File: config.mk
export PLATFORM = sky130hd
export DESIGN_NAME = ldly
export DESIGN_NICKNAME = d
export VERILOG_FILES = /design/src/rtl/ldly.sv
export SDC_FILE = /design/constraint.sdc
export NUM_CORES = 1
export LEC_CHECK = 0
export CORE_UTILIZATION = 50
export CTS_BUF_LIST = sky130_fd_sc_hd__clkbuf_8
export DETAILED_ROUTE_END_ITERATION = 8
export PLACE_DENSITY = 0.69
export SLEW_MARGIN = 20
export SYNTH_ARGS = -nofsm -noshare
export SYNTH_HDL_FRONTEND = slang
export SYNTH_SLANG_ARGS = --single-unit
File: constraint.sdc
create_clock -name clk -period 4.45 [get_ports clk]
set_input_delay 1.1125 -clock clk [delete_from_list [all_inputs] [get_ports clk]]
set_output_delay 1.1125 -clock clk [all_outputs]
set_load 0.005 [all_outputs]
File: src/rtl/ldly.sv
// Pulse delay line: every accepted one-cycle pulse on `in` is replayed on `p`
// exactly DELAY clocks later, with up to SLOTS pulses in flight at once.
module ldly #(
    parameter int DELAY = 50,
    parameter int SLOTS = 4
) (
    input  logic                         clk,
    input  logic                         reset_n,
    input  logic                         in,
    input  logic                         clr,
    output logic                         p,
    output logic                         busy,
    output logic [$clog2(SLOTS+1)-1:0]   count,
    output logic                         ovf
);
    localparam int CW = $clog2(DELAY);
    localparam int NW = $clog2(SLOTS+1);
    localparam logic [CW-1:0] LOAD = CW'(DELAY - 1);
    localparam logic [CW-1:0] ONE  = CW'(1);

    logic [SLOTS-1:0] r_vld;
    logic [CW-1:0]    r_cnt [SLOTS];
    logic             r_p;
    logic             r_busy;
    logic             r_ovf;
    logic [NW-1:0]    r_count;

    logic [SLOTS-1:0] w_exp;
    logic [SLOTS-1:0] w_free;
    logic [SLOTS-1:0] w_load;
    logic [SLOTS-1:0] w_vld_nxt;
    logic [NW-1:0]    w_pop;
    logic             w_accept;
    logic             w_drop;
    logic             w_fire;

    // A slot expiring on this edge is already free for a new pulse.
    always_comb begin
        w_exp  = '0;
        w_free = '0;
        for (int i = 0; i < SLOTS; i++) begin
            w_exp[i]  = r_vld[i] && (r_cnt[i] == ONE);
            w_free[i] = !r_vld[i] || w_exp[i];
        end
    end

    always_comb begin : pick_slot
        logic w_found;
        w_found = 1'b0;
        w_load  = '0;
        for (int i = 0; i < SLOTS; i++) begin
            if (w_free[i] && !w_found) begin
                w_load[i] = 1'b1;
                w_found   = 1'b1;
            end
        end
    end

    assign w_accept = in && !clr && (|w_free);
    assign w_drop   = in && !clr && !(|w_free);
    assign w_fire   = (|w_exp) && !clr;

    always_comb begin
        w_vld_nxt = '0;
        w_pop     = '0;
        for (int i = 0; i < SLOTS; i++) begin
            if (clr)
                w_vld_nxt[i] = 1'b0;
            else if (w_accept && w_load[i])
                w_vld_nxt[i] = 1'b1;
            else if (w_exp[i])
                w_vld_nxt[i] = 1'b0;
            else
                w_vld_nxt[i] = r_vld[i];
            w_pop = w_pop + NW'(w_vld_nxt[i]);
        end
    end

    always_ff @(posedge clk or negedge reset_n) begin
        if (!reset_n) begin
            r_vld   <= '0;
            r_p     <= 1'b0;
            r_busy  <= 1'b0;
            r_ovf   <= 1'b0;
            r_count <= '0;
        end else begin
            r_vld   <= w_vld_nxt;
            r_p     <= w_fire;
            r_busy  <= |w_vld_nxt;
            r_ovf   <= clr ? 1'b0 : (r_ovf | w_drop);
            r_count <= w_pop;
        end
    end

    // Countdown values are only meaningful while the slot's valid bit is set.
    always_ff @(posedge clk) begin
        for (int i = 0; i < SLOTS; i++) begin
            if (w_accept && w_load[i])
                r_cnt[i] <= LOAD;
            else if (r_vld[i])
                r_cnt[i] <= r_cnt[i] - ONE;
        end
    end

    assign p     = r_p;
    assign busy  = r_busy;
    assign count = r_count;
    assign ovf   = r_ovf;
endmodule
==> flow_summary_export.csv, run 1 <==
group,metric,value,unit
setup_path,critical_path_required,4620,ps
place,post-dp-hpwl,2288,microns
layout,antennaDiodeCount,0,
floorplan,io_pins,10,
drt,ant_nets,0,
grt,grt_util_all_layers,18.66,%
timing,timing.final.ws_setup,1375,ps
setup_path,r2r_end,"count[1]",
timing,min_period,3075,ps
min_path,hold-path-endpoint,"ovf",
setup_path,critPathCaptureType,"flop",
power_and_ir_drop,cellPowerDensity,307.6,nW/um^2
layout,layout_commonest_cell,"sky130_fd_sc_hd__edfxtp_1",
timing,fin_tns_setup,0,ps
floorplan,placeableCoreArea,3416,sq um
timing,final_hold_violation_count,0,
timing,setup_viol_count_final,0,
place,dpl.cell_count,218,
timing,final_min_period_over_clock_period,69.10,%
min_path,worst_hold_startpoint,"ovf",
place,io_buf_count,9,
layout,stdcell_count,226,
clock_network,clock_latency,290,ps
timing,grt_setup_unrepaired,"false",
synthesis,yosysSeqAreaShare,52.97,%
layout,finish.net_count,195,
drt,detail_route.wirelength,3134,microns
timing,max_slew.worst_pin.slew,582.0,ps
setup_path,reg2reg_setup_slack,1750,ps
drt,vias_after_detailed_routing,1214,
layout,syn2layout_area_growth,11.81,%
synthesis,postSynthAreaPerCell,11.04,sq um
synthesis,postSynthRegisterBits,34,
drt,vias_per_cell,5.372,
timing,timing.slew.headroom,60.69,%
floorplan,die_area,3912,sq um
drt,drc_errors,0,
setup_path,crit_path_start_kind,"primary input",
setup_path,worstPathMaxFanout,4,
timing,slew_viol_final,0,
grt,grt_pass1_wl,5561,microns
layout,layout.cells.most_common_list,"sky130_fd_sc_hd__edfxtp_1 (24), sky130_fd_sc_hd__nor2_1 (23), sky130_fd_sc_hd__nand2_1 (16), sky130_fd_sc_hd__inv_1 (14), sky130_fd_sc_hd__ha_1 (11)",
timing,clock.fmax,325.2,MHz
outcome,status,"finished clean",
flow_run,cap_viol_max_count,0,
clock_network,clk_pin_slew_worst_paths,70,ps
clock_network,cts_tree,"built",
clock_network,clock-sinks,34,
drt,post_drt_wl_per_cell,13.87,microns
grt,via_count_of_the_first_global_routing_pass,1269,
synthesis,synth_fp_nets,182,
synthesis,post_synth_instance_area,1833,sq um
setup_path,crit_path_category,"primary input to flop",
power_and_ir_drop,vdd_drop_max,178.3,uV
setup_path,critical_path_at,3250,ps
floorplan,initial_core_util,53.66,%
min_path,min-delay-path-class,"flop to flop",
clock_network,max-clock-path-buffers,2,
grt,antenna_found_initial,0,
synthesis,synth_cell_types,36,
drt,dr.first_iter.drc_count,32,
power_and_ir_drop,power_leakage,0.7702,nW
clock_network,cts_buffers,5,
clock_network,post_cts_resized,0,
clock_network,cts_post_setup_buffers_inserted,0,
synthesis,synth-edff-count,24,
synthesis,syn-instance-count,166,
place,gpl.final_weighted_congestion,0.8168,
synthesis,yosysWarningCount,0,
clock_network,cts.hold.buffers_added,0,
grt,grt_max_degree,11,
synthesis,synth_ff_type,"sky130_fd_sc_hd__edfxtp_1",
floorplan,die_width,62.55,microns
clock_network,ctsHtreeMaxLevel,2,
setup_path,r2r_cells,10,
setup_path,rr_startpoint,"r_cnt[0][1]",
timing,worst_clock_skew,7.549,ps
place,place_worst_setup_slack,1071,ps
synthesis,async_flop_share,29.41,%
drt,detailedRoute.firstPassIterationCount,4,
min_path,worst_hold_path.num_cells,1,
layout,drive_above_1_share,8.333,%
grt,grt_remaining_overflow,0,
clock_network,clock-root-buffer,"sky130_fd_sc_hd__clkbuf_8",
floorplan,row_count,21,
floorplan,die_y,62.55,microns
==> stage by stage <==
step	area [sq um]	total power [mW]	utilization, %	hold WS (ps)
after floorplan	1833	0.3996	-	502.8
after detailed placement	1968	0.4205	57.62	526.7
after CTS	2049	0.6365	60.00	542.8
after global placement	1968	0.4172	57.62	518.5
final	2049	0.6304	60.00	539.6
after global routing	2049	0.6543	60.00	552.5
==> cells in the mapped netlist (2+ instances only) <==
cell / count / area, sq um
sky130_fd_sc_hd__nor4_1: 3 / 18.77
sky130_fd_sc_hd__xnor2_1: 8 / 70.07
sky130_fd_sc_hd__nor2_1: 23 / 86.33
sky130_fd_sc_hd__ha_1: 11 / 137.6
sky130_fd_sc_hd__a21bo_2: 3 / 30.03
sky130_fd_sc_hd__a21oi_1: 2 / 10.01
sky130_fd_sc_hd__nand2_1: 16 / 60.06
sky130_fd_sc_hd__nand3_1: 8 / 40.04
sky130_fd_sc_hd__o21a_1: 4 / 30.03
sky130_fd_sc_hd__edfxtp_1: 24 / 720.7
sky130_fd_sc_hd__xor2_1: 8 / 70.07
sky130_fd_sc_hd__o21ai_0: 2 / 10.01
sky130_fd_sc_hd__dfrtp_1: 10 / 250.2
sky130_fd_sc_hd__nor3_1: 6 / 30.03
sky130_fd_sc_hd__or2_1: 2 / 12.51
sky130_fd_sc_hd__nand2b_1: 3 / 18.77
sky130_fd_sc_hd__inv_1: 13 / 48.80
sky130_fd_sc_hd__clkbuf_1: 2 / 7.510
==> power breakdown <==
part,total [mW],switching (mW),internal [mW],leakage (nW)
combinational,0.0512,0.0279,0.0234,0.370
clock,0.217,0.112,0.105,0.0468
sequential,0.362,0.0111,0.351,0.353
==> metal layers <==
metal / vias up / global-route usage [%] / wire length (microns)
met1: 588 / 24.37 / 1496
met5: - / 0 / 0
met4: 0 / 7.849 / 56
met2: 16 / 29.21 / 1473
met3: 6 / 5.109 / 108
li1: 604 / - / -
==> registers in the layout, indices dropped and copies added, names as in the netlist <==
register  cells
busy          1
count         3
ovf           1
p             1
r_cnt        24
r_vld         4
==> how the worst max path moves through the flow <==
stage          depth (start not counted)  slack (ps)  from       end
2_1_floorplan                          7        1880    in  count[1]
3_3_place_gp                           8        1170    in  count[1]
3_5_place_dp                           8        1070    in  count[1]
4_1_cts                                8        1370    in  count[1]
5_1_grt                                8        1270    in  count[1]
6_report                               8        1380    in  count[1]
==> worst max-delay path, cell delays in order <==
cell                              delay, ps
sky130_fd_sc_hd__clkdlybuf4s50_1        580
sky130_fd_sc_hd__o211ai_2               160
sky130_fd_sc_hd__nor3_1                 240
sky130_fd_sc_hd__o21ai_0                160
sky130_fd_sc_hd__fa_1                   510
sky130_fd_sc_hd__inv_1                   40
sky130_fd_sc_hd__ha_1                   170
sky130_fd_sc_hd__ha_1                   260
==> final cells by class <==
| class | count | area (sq um) |
|---|---|---|
| inverter | 13 | 48.80 |
| clock buffer | 5 | 68.82 |
| tap | 46 | 57.56 |
| fill | 305 | 1366 |
| sequential | 34 | 970.9 |
| clock inverter | 3 | 12.51 |
| timing repair buffer | 9 | 90.09 |
| multi-input combinational | 116 | 800.8 |
==> cells by family (layout without fill, tap and decap cells) <==
| group | after synthesis | in the layout | synth area share (%) |
|---|---|---|---|
| buf+inv | 16 | 30 | 3.345 |
| flops | 34 | 34 | 52.97 |
| compound gates | 23 | 23 | 10.79 |
| simple gates | 65 | 65 | 16.66 |
| fa+ha+maj | 12 | 12 | 8.601 |
| xor+xnor | 16 | 16 | 7.645 |
(Power assumes the default switching activity.)
==> inputs of run 2 (changes only) <==
==> constraint.sdc (replaced) <==
create_clock -name clk -period 3.14 [get_ports clk]
set_input_delay 0.785 -clock clk [delete_from_list [all_inputs] [get_ports clk]]
set_output_delay 0.785 -clock clk [all_outputs]
set_load 0.005 [all_outputs]
==> results of run 2 <==
Same layout as run 1 (identical final DEF). Status: finished clean.
Main changes from that run: setup slack after placement 1071 ps -> 88.65 ps; setup slack after layout 1375 ps -> 392.6 ps; register-to-register setup slack 1750 ps -> 440 ps; total power 0.6304 mW -> 0.8934 mW; worst IR drop on VDD 178.3 uV -> 252.6 uV
